--- src/rtl/ssd_scan_decoder.sv ---
// Receive-side decoder for a multiplexed seven-segment display: samples each
// scanned digit once stable and publishes complete frames atomically.
// Optional statistics outputs (frame_changed, frame_count) via SSD_DECODE_STATS_EN.
module ssd_scan_decoder #(
  parameter int NUM_DIGITS    = 8,
  parameter int STABLE_CYCLES = 16,
  parameter int ACTIVE_LOW    = 1
) (
  input  logic                    clk,
  input  logic                    reset,
  input  logic [NUM_DIGITS-1:0]   ssdAnode,
  input  logic [6:0]              ssdCathode,
  input  logic                    decimalPoint,
  output logic [4*NUM_DIGITS-1:0] digits,
  output logic [NUM_DIGITS-1:0]   dp_mask,
  output logic [NUM_DIGITS-1:0]   invalid_mask,
  output logic                    frame_valid
`ifdef SSD_DECODE_STATS_EN
  ,
  output logic                    frame_changed,
  output logic [15:0]             frame_count
`endif
);

  localparam int IW = (NUM_DIGITS > 1) ? $clog2(NUM_DIGITS) : 1;
  localparam logic [NUM_DIGITS-1:0] LSB_ONE = NUM_DIGITS'(1);
  localparam logic [7:0] CNT_LAST = 8'(STABLE_CYCLES - 1);

  typedef enum logic [1:0] {WAIT_SEL, SETTLE, CAPTURE, HOLD} state_t;

  state_t                  r_state, w_next;
  logic [NUM_DIGITS-1:0]   r_an_in;
  logic [6:0]              r_cath_in;
  logic                    r_dp_in;
  logic [NUM_DIGITS-1:0]   w_an;
  logic [6:0]              w_cath;
  logic                    w_dp;
  logic [NUM_DIGITS-1:0]   r_lat_an;
  logic [6:0]              r_lat_cath;
  logic                    r_lat_dp;
  logic [IW-1:0]           r_idx, w_idx;
  logic [7:0]              r_cnt;
  logic                    w_onehot, w_changed, w_latch, w_capture;
  logic [NUM_DIGITS-1:0]   r_seen, w_idx_bit;
  logic [4*NUM_DIGITS-1:0] r_work_dig;
  logic [NUM_DIGITS-1:0]   r_work_dp, r_work_inv;
  logic                    r_copy;
  logic [4:0]              w_dec;

  // Returns {invalid, nibble}; blank and unknown patterns read as nibble 0.
  function automatic logic [4:0] decode_seg(input logic [6:0] seg);
    case (seg)
      7'h3F: return 5'h00;
      7'h06: return 5'h01;
      7'h5B: return 5'h02;
      7'h4F: return 5'h03;
      7'h66: return 5'h04;
      7'h6D: return 5'h05;
      7'h7D: return 5'h06;
      7'h07: return 5'h07;
      7'h7F: return 5'h08;
      7'h6F: return 5'h09;
      7'h77: return 5'h0A;
      7'h7C: return 5'h0B;
      7'h39: return 5'h0C;
      7'h5E: return 5'h0D;
      7'h79: return 5'h0E;
      7'h71: return 5'h0F;
      default: return 5'h10;
    endcase
  endfunction

  always_ff @(posedge clk or posedge reset) begin
    if (reset) begin
      r_an_in   <= '0;
      r_cath_in <= '0;
      r_dp_in   <= 1'b0;
    end else begin
      r_an_in   <= ssdAnode;
      r_cath_in <= ssdCathode;
      r_dp_in   <= decimalPoint;
    end
  end

  assign w_an   = (ACTIVE_LOW != 0) ? ~r_an_in : r_an_in;
  assign w_cath = (ACTIVE_LOW != 0) ? ~r_cath_in : r_cath_in;
  assign w_dp   = (ACTIVE_LOW != 0) ? ~r_dp_in : r_dp_in;

  assign w_onehot  = (w_an != '0) && ((w_an & (w_an - LSB_ONE)) == '0);
  assign w_changed = (w_an != r_lat_an) || (w_cath != r_lat_cath) || (w_dp != r_lat_dp);
  assign w_idx_bit = LSB_ONE << r_idx;
  assign w_dec     = decode_seg(r_lat_cath);

  always_comb begin
    w_idx = '0;
    for (int i = 0; i < NUM_DIGITS; i++) begin
      if (w_an[i]) w_idx = IW'(i);
    end
  end

  always_ff @(posedge clk or posedge reset) begin
    if (reset) r_state <= WAIT_SEL;
    else       r_state <= w_next;
  end

  always_comb begin
    w_next    = r_state;
    w_latch   = 1'b0;
    w_capture = 1'b0;
    case (r_state)
      WAIT_SEL: begin
        if (w_onehot) begin
          w_next  = SETTLE;
          w_latch = 1'b1;
        end
      end
      SETTLE: begin
        if (w_changed) begin
          if (w_onehot) w_latch = 1'b1;
          else          w_next  = WAIT_SEL;
        end else if (r_cnt >= CNT_LAST) begin
          w_next = CAPTURE;
        end
      end
      CAPTURE: begin
        w_capture = 1'b1;
        w_next    = HOLD;
      end
      HOLD: begin
        if (w_changed) begin
          if (w_onehot) begin
            w_next  = SETTLE;
            w_latch = 1'b1;
          end else begin
            w_next = WAIT_SEL;
          end
        end
      end
      default: w_next = WAIT_SEL;
    endcase
  end

  // Latched copy of the lines being settled; the change detector compares against it.
  always_ff @(posedge clk or posedge reset) begin
    if (reset) begin
      r_lat_an   <= '0;
      r_lat_cath <= '0;
      r_lat_dp   <= 1'b0;
      r_idx      <= '0;
      r_cnt      <= '0;
    end else if (w_latch) begin
      r_lat_an   <= w_an;
      r_lat_cath <= w_cath;
      r_lat_dp   <= w_dp;
      r_idx      <= w_idx;
      r_cnt      <= '0;
    end else if (r_state == SETTLE && r_cnt != 8'hFF) begin
      r_cnt <= r_cnt + 8'd1;
    end
  end

  always_ff @(posedge clk or posedge reset) begin
    if (reset) begin
      r_work_dig   <= '0;
      r_work_dp    <= '0;
      r_work_inv   <= '0;
      r_seen       <= '0;
      r_copy       <= 1'b0;
      digits       <= '0;
      dp_mask      <= '0;
      invalid_mask <= '0;
      frame_valid  <= 1'b0;
    end else begin
      r_copy      <= 1'b0;
      frame_valid <= 1'b0;
      if (w_capture) begin
        for (int i = 0; i < NUM_DIGITS; i++) begin
          if (IW'(i) == r_idx) begin
            r_work_dig[4*i +: 4] <= w_dec[3:0];
            r_work_dp[i]         <= r_lat_dp;
            r_work_inv[i]        <= w_dec[4];
          end
        end
        r_seen <= r_seen | w_idx_bit;
        if ((r_seen | w_idx_bit) == '1) r_copy <= 1'b1;
      end
      if (r_copy) begin
        digits       <= r_work_dig;
        dp_mask      <= r_work_dp;
        invalid_mask <= r_work_inv;
        frame_valid  <= 1'b1;
        r_seen       <= '0;
      end
    end
  end

`ifdef SSD_DECODE_STATS_EN
  logic r_first;

  always_ff @(posedge clk or posedge reset) begin
    if (reset) begin
      r_first       <= 1'b1;
      frame_changed <= 1'b0;
      frame_count   <= '0;
    end else begin
      frame_changed <= 1'b0;
      if (r_copy) begin
        r_first       <= 1'b0;
        frame_changed <= r_first ||
                         ({r_work_dig, r_work_dp, r_work_inv} != {digits, dp_mask, invalid_mask});
        frame_count   <= frame_count + 16'd1;
      end
    end
  end
`endif

endmodule

--- config.mk ---
export PLATFORM = sky130hd
export DESIGN_NAME = ssd_scan_decoder
export DESIGN_NICKNAME = d
export VERILOG_FILES = /design/src/rtl/ssd_scan_decoder.sv
export SDC_FILE = /design/constraint.sdc
export NUM_CORES = 1
export LEC_CHECK = 0
export ABC_AREA = 1
export CAP_MARGIN = 20
export CORE_MARGIN = 10
export CORE_UTILIZATION = 40
export CTS_CLUSTER_SIZE = 16
export DETAILED_ROUTE_END_ITERATION = 8
export PLACE_DENSITY = 0.69
export SLEW_MARGIN = 10
export SYNTH_ARGS = -nofsm -noshare
export SYNTH_HDL_FRONTEND = slang
export SYNTH_SLANG_ARGS = --single-unit
export TNS_END_PERCENT = 20
--- constraint.sdc ---
create_clock -name clk -period 10.88 [get_ports clk]
set_clock_uncertainty 0.2 [all_clocks]
set_input_delay 1.632 -clock clk [delete_from_list [all_inputs] [get_ports clk]]
set_output_delay 1.632 -clock clk [all_outputs]
set_load 0.01 [all_outputs]
Word-level counts from Yosys, hierarchy flattened
Cells that the tools add are included.

operators by class
  equality and inequality tests = 35
  reductions and logical operators = 20
  muxes and demuxes = 26
  bitwise gates (word level) = 5
  $add $sub $neg = 2
  $lt $le $gt $ge = 1
  shift operators = 1

operators by type and width
  operator                                              count
  == test 7 bit (second input constant)                 12
  one-hot mux 5 bit (16 select lines)                   1
  2-to-1 mux 8 bit                                      4
  2-to-1 mux 3 bit                                      6
  AND reduction 2 bit                                   8
  == test 7 x 3 -> 1 bit (second input constant)        2
  == test 7 x 6 -> 1 bit (second input constant)        2
  == test 3 bit (first input constant)                  4
  2-to-1 mux 2 bit                                      5
  adder 8 x 1 -> 8 bit (second input constant)          1
  bitwise AND 8 bit                                     1
  == test 8 bit (second input constant)                 1
  >= comparator 8 x 4 -> 1 bit (second input constant)  1
  zero test 8 bit                                       1
  2-to-1 mux 1 bit                                      8
  != test 8 bit                                         1
  != test 8 bit (second input constant)                 1
  inverter 8 bit                                        1
  OR 8 bit                                              1
  one-hot mux 2 bit (4 select lines)                    1
  nonzero test 8 bit                                    1
  left shift 1 x 3 -> 8 bit (first input constant)      1
  subtractor 8 x 1 -> 8 bit (second input constant)     1
  != test 7 bit                                         1
  other kinds (17)                                      24

word-level totals
  output and inout port bits = 49
  word-level logic and storage cells = 129
  register bits = 151
  input port bits = 18

Depth between registers and ports, before layout
  depth in word-level cells = 9
  depth in mapped cells = 12
  depth with buffers taken out = 11

Worst setup path before layout
Ideal clock, no wire load.

  path type = register to output
  from = register digits[21]
  to = output port digits[21]
  data required time = 9.048 ns
  buffers on the path = 0
  path slack = 8.663 ns
  data arrival time = 0.385 ns
  stages on the path, launching flop included = 1
  path through = dfrtp_1

RTL lines
  item                    line  text
  start, declared         14    output logic [4*NUM_DIGITS-1:0] digits,
  start signal, assigned  188   digits <= r_work_dig;

No word-level cell between the ends.

==> impl_metrics.yaml <==
run_status:
  status: "finished clean"
clock_network:
  numClockSinks: 151
  cts_buffer_depth: 2
  h-tree-depth: 4
  cts_made_buffers: 17
  path_clk_slew_ns: 0.06
  cts_hold_buf: 0
  postCtsSetupRepairBufs: 0
  cts_resized: 0
  clock_latency_ns: 0.42
  cts_root_buf: "clkbuf_16"
  cts_tree: "built"
timing:
  period_needed_ns: 3.218
  setup_violations: 0
  max_freq_mhz: 310.8
  tightest_slew_ns: 0.8601
  rsz0062_at_grt: "false"
  tns_ns: 0
  slew_headroom: 0.4266
  finalMaxSlewViolations: 0
  finalCritPeriodShare: 0.2958
  hold_slack_ns: 0.2862
  finalHoldViolCount: 0
place:
  placed_area_mm2: 0.007532
  globalplace.congestion: 0.8053
  hpwl_mm: 9.395
  numPortBuffers: 66
routing:
  post_drt_wl_per_cell_um: 13.09
  drt_iter0_drc: 297
  vias: 4873
  remaining_drc_errors: 0
  drt-total-wl_mm: 13.62
  first_pass_iters: 4
  viasPerCell: 4.681
  ant_nets: 0
synth:
  synth_seq_cells: 151
  async_reset_ff_frac: 1.000
  ys_types: 37
  yosys.area.top_type: "dfrtp_1"
  synth_common_cells: "nand2_1, dfrtp_1, nor2_1, inv_1, mux2_2"
  synth_area_mm2: 0.006698
  seq_area_frac_synth: 0.5642
  synth-edff-count: 0
  synth_cells: 739
  post-synth-top-count-cell: "nand2_1"
  ys_top_cells_by_area: "dfrtp_1, nand2_1, mux2_2, nor2_1, inv_1"
  yosysWarnings: 0
  netlist.area_leader.share: 0.5642
  synth_nets: 758
  synth_ff_type: "dfrtp_1"
  avgSynthCellArea_um2: 9.063
worst_setup_path:
  ff2ff_setup_slack_ns: 8.68
  worstPathRequired_ns: 11.13
  critPathKind: "input pin to async pin"
  crit_path_start_kind: "input pin"
  worstReg2RegStart: "r_lat_cath[1]$_DFFE_PP0P_"
  cp.arrival_ns: 3.47
  startpoint: "reset"
  critPathMaxFanout: 99
  crit_path_end_kind: "async pin"
global_route:
  grt_start_max_net_pins: 100
  grt-ovfl-total: 0
  grt_pass1_vias: 4792
  grt_usage: 0.1293
  antenna_found_initial: 0
  grt_pass1_wl_mm: 23.37
finish:
  nets: 827
  syn_to_final_growth_pct: 20.59
  final_cell_area_mm2: 0.008077
  n_antenna_cell: 0
  drive_above_1_share: 0.1486
pwr:
  leakage_nw: 4.038
  power_density_mw_per_mm2: 163.1
  ir_worst_vdd_v: 0.0001409
worst_hold_path:
  min_from: "r_work_dig[0]$_DFFE_PP0P_"
  hp-class: "flip-flop to flip-flop"
die:
  rows: 47
  die_y_um: 149.4
  pin_count: 67
  dieWidth_um: 149.4
  floorplan.initialDensity: 0.4053
  dieArea_mm2: 0.02232
  core_area_mm2: 0.01652
flow_run:
  cap_violations: 0
==> per-stage QoR <==
step           total power [mW]  worst slack (ns)  std cells    util
2_1_floorplan            0.7526             4.983        739       -
3_3_place_gp             0.7834             7.104       1009  0.4558
3_5_place_dp             0.7876             7.110       1009  0.4558
4_1_cts                   1.333             7.571       1041  0.4888
5_1_grt                   1.391             7.383       1041  0.4888
6_report                  1.317             7.662       1041  0.4888
==> critical path: stages <==
cell and delay (ns):
clkdlybuf4s50_1 0.47, inv_6 0.63, buf_4 0.68
==> kinds of logic after synthesis <==
logic type / count (synthesis) / synth area share
buf+inv: 100 / 0.06426
fa+ha+maj: 1 / 0.001868
flops: 151 / 0.5642
compound gates: 76 / 0.07006
xor+xnor: 3 / 0.003924
simple gates: 368 / 0.2285
mux: 40 / 0.06725
==> metal layers <==
metal | GRT usage | vias up | share of wire
li1 | - | 2486 | -
met1 | 0.1694 | 2298 | 0.47
met2 | 0.2015 | 82 | 0.48
met3 | 0.03701 | 7 | 0.050
met4 | 0.04171 | 0 | 0.0075
met5 | 0 | - | 0
==> final cells by class <==
| type | count | area, um^2 |
|---|---|---|
| Timing Repair Buffer | 68 | 675.6 |
| Tap cell | 220 | 275.3 |
| Inverter | 82 | 312.8 |
| Sequential cell | 151 | 3780 |
| Clock buffer | 18 | 429.2 |
| Multi-Input combinational cell | 488 | 2489 |
| Clock inverter | 14 | 115.1 |
| Fill cell | 1543 | 8448 |
==> cells in the final DEF, fill, tap and decap left out, types with 2 or more instances in the layout <==
master / n
nand2_1: 233
dfrtp_1: 150
nor2_1: 79
inv_1: 67
clkdlybuf4s50_1: 66
mux2_2: 40
o21ai_0: 24
a21oi_1: 20
nand3_1: 17
o21ai_2: 17
clkbuf_16: 17
nand4_1: 15
inv_2: 14
o21ai_1: 7
nor3_1: 6
inv_6: 6
clkinvlp_4: 5
nand2_2: 4
nor2_2: 4
nand3_2: 3
nor2_4: 2
nor4_1: 2
xor2_1: 2
clkinv_4: 2
buf_4: 2
==> state kept, by name, summed over array words and instances, names as in the netlist, named ones only <==
register	count
digits	32
r_dp_in	1
r_work_dp	8
r_lat_cath	7
r_state	1
r_idx	3
r_lat_an	8
r_seen	8
r_work_inv	8
frame_valid	1
r_cnt	8
r_lat_dp	1
r_an_in	8
invalid_mask	8
r_copy	1
r_cath_in	7
dp_mask	8
r_work_dig	32
==> power breakdown <==
group	internal, mW	leakage, nW	total (mW)	switching [mW]
Sequential	0.591	2.05	0.633	0.0419
Clock	0.296	0.252	0.540	0.244
Combinational	0.0533	1.74	0.144	0.0905
==> path summary, 6_finish.rpt <==
path | end | depth (start not counted)
min in group asynchronous | digits[25]$_DFFE_PP0P_ | 2
max in group clk | digits[23] | 1
hold reg to reg | r_work_dig[0]$_DFFE_PP0P_ | 2
hold / removal | r_work_dig[0]$_DFFE_PP0P_ | 2
setup / recovery | r_copy$_DFF_PP0_ | 3
setup reg to reg | r_idx[2]$_DFFE_PP0P_ | 11
Power figures use the tool's default switching activity.
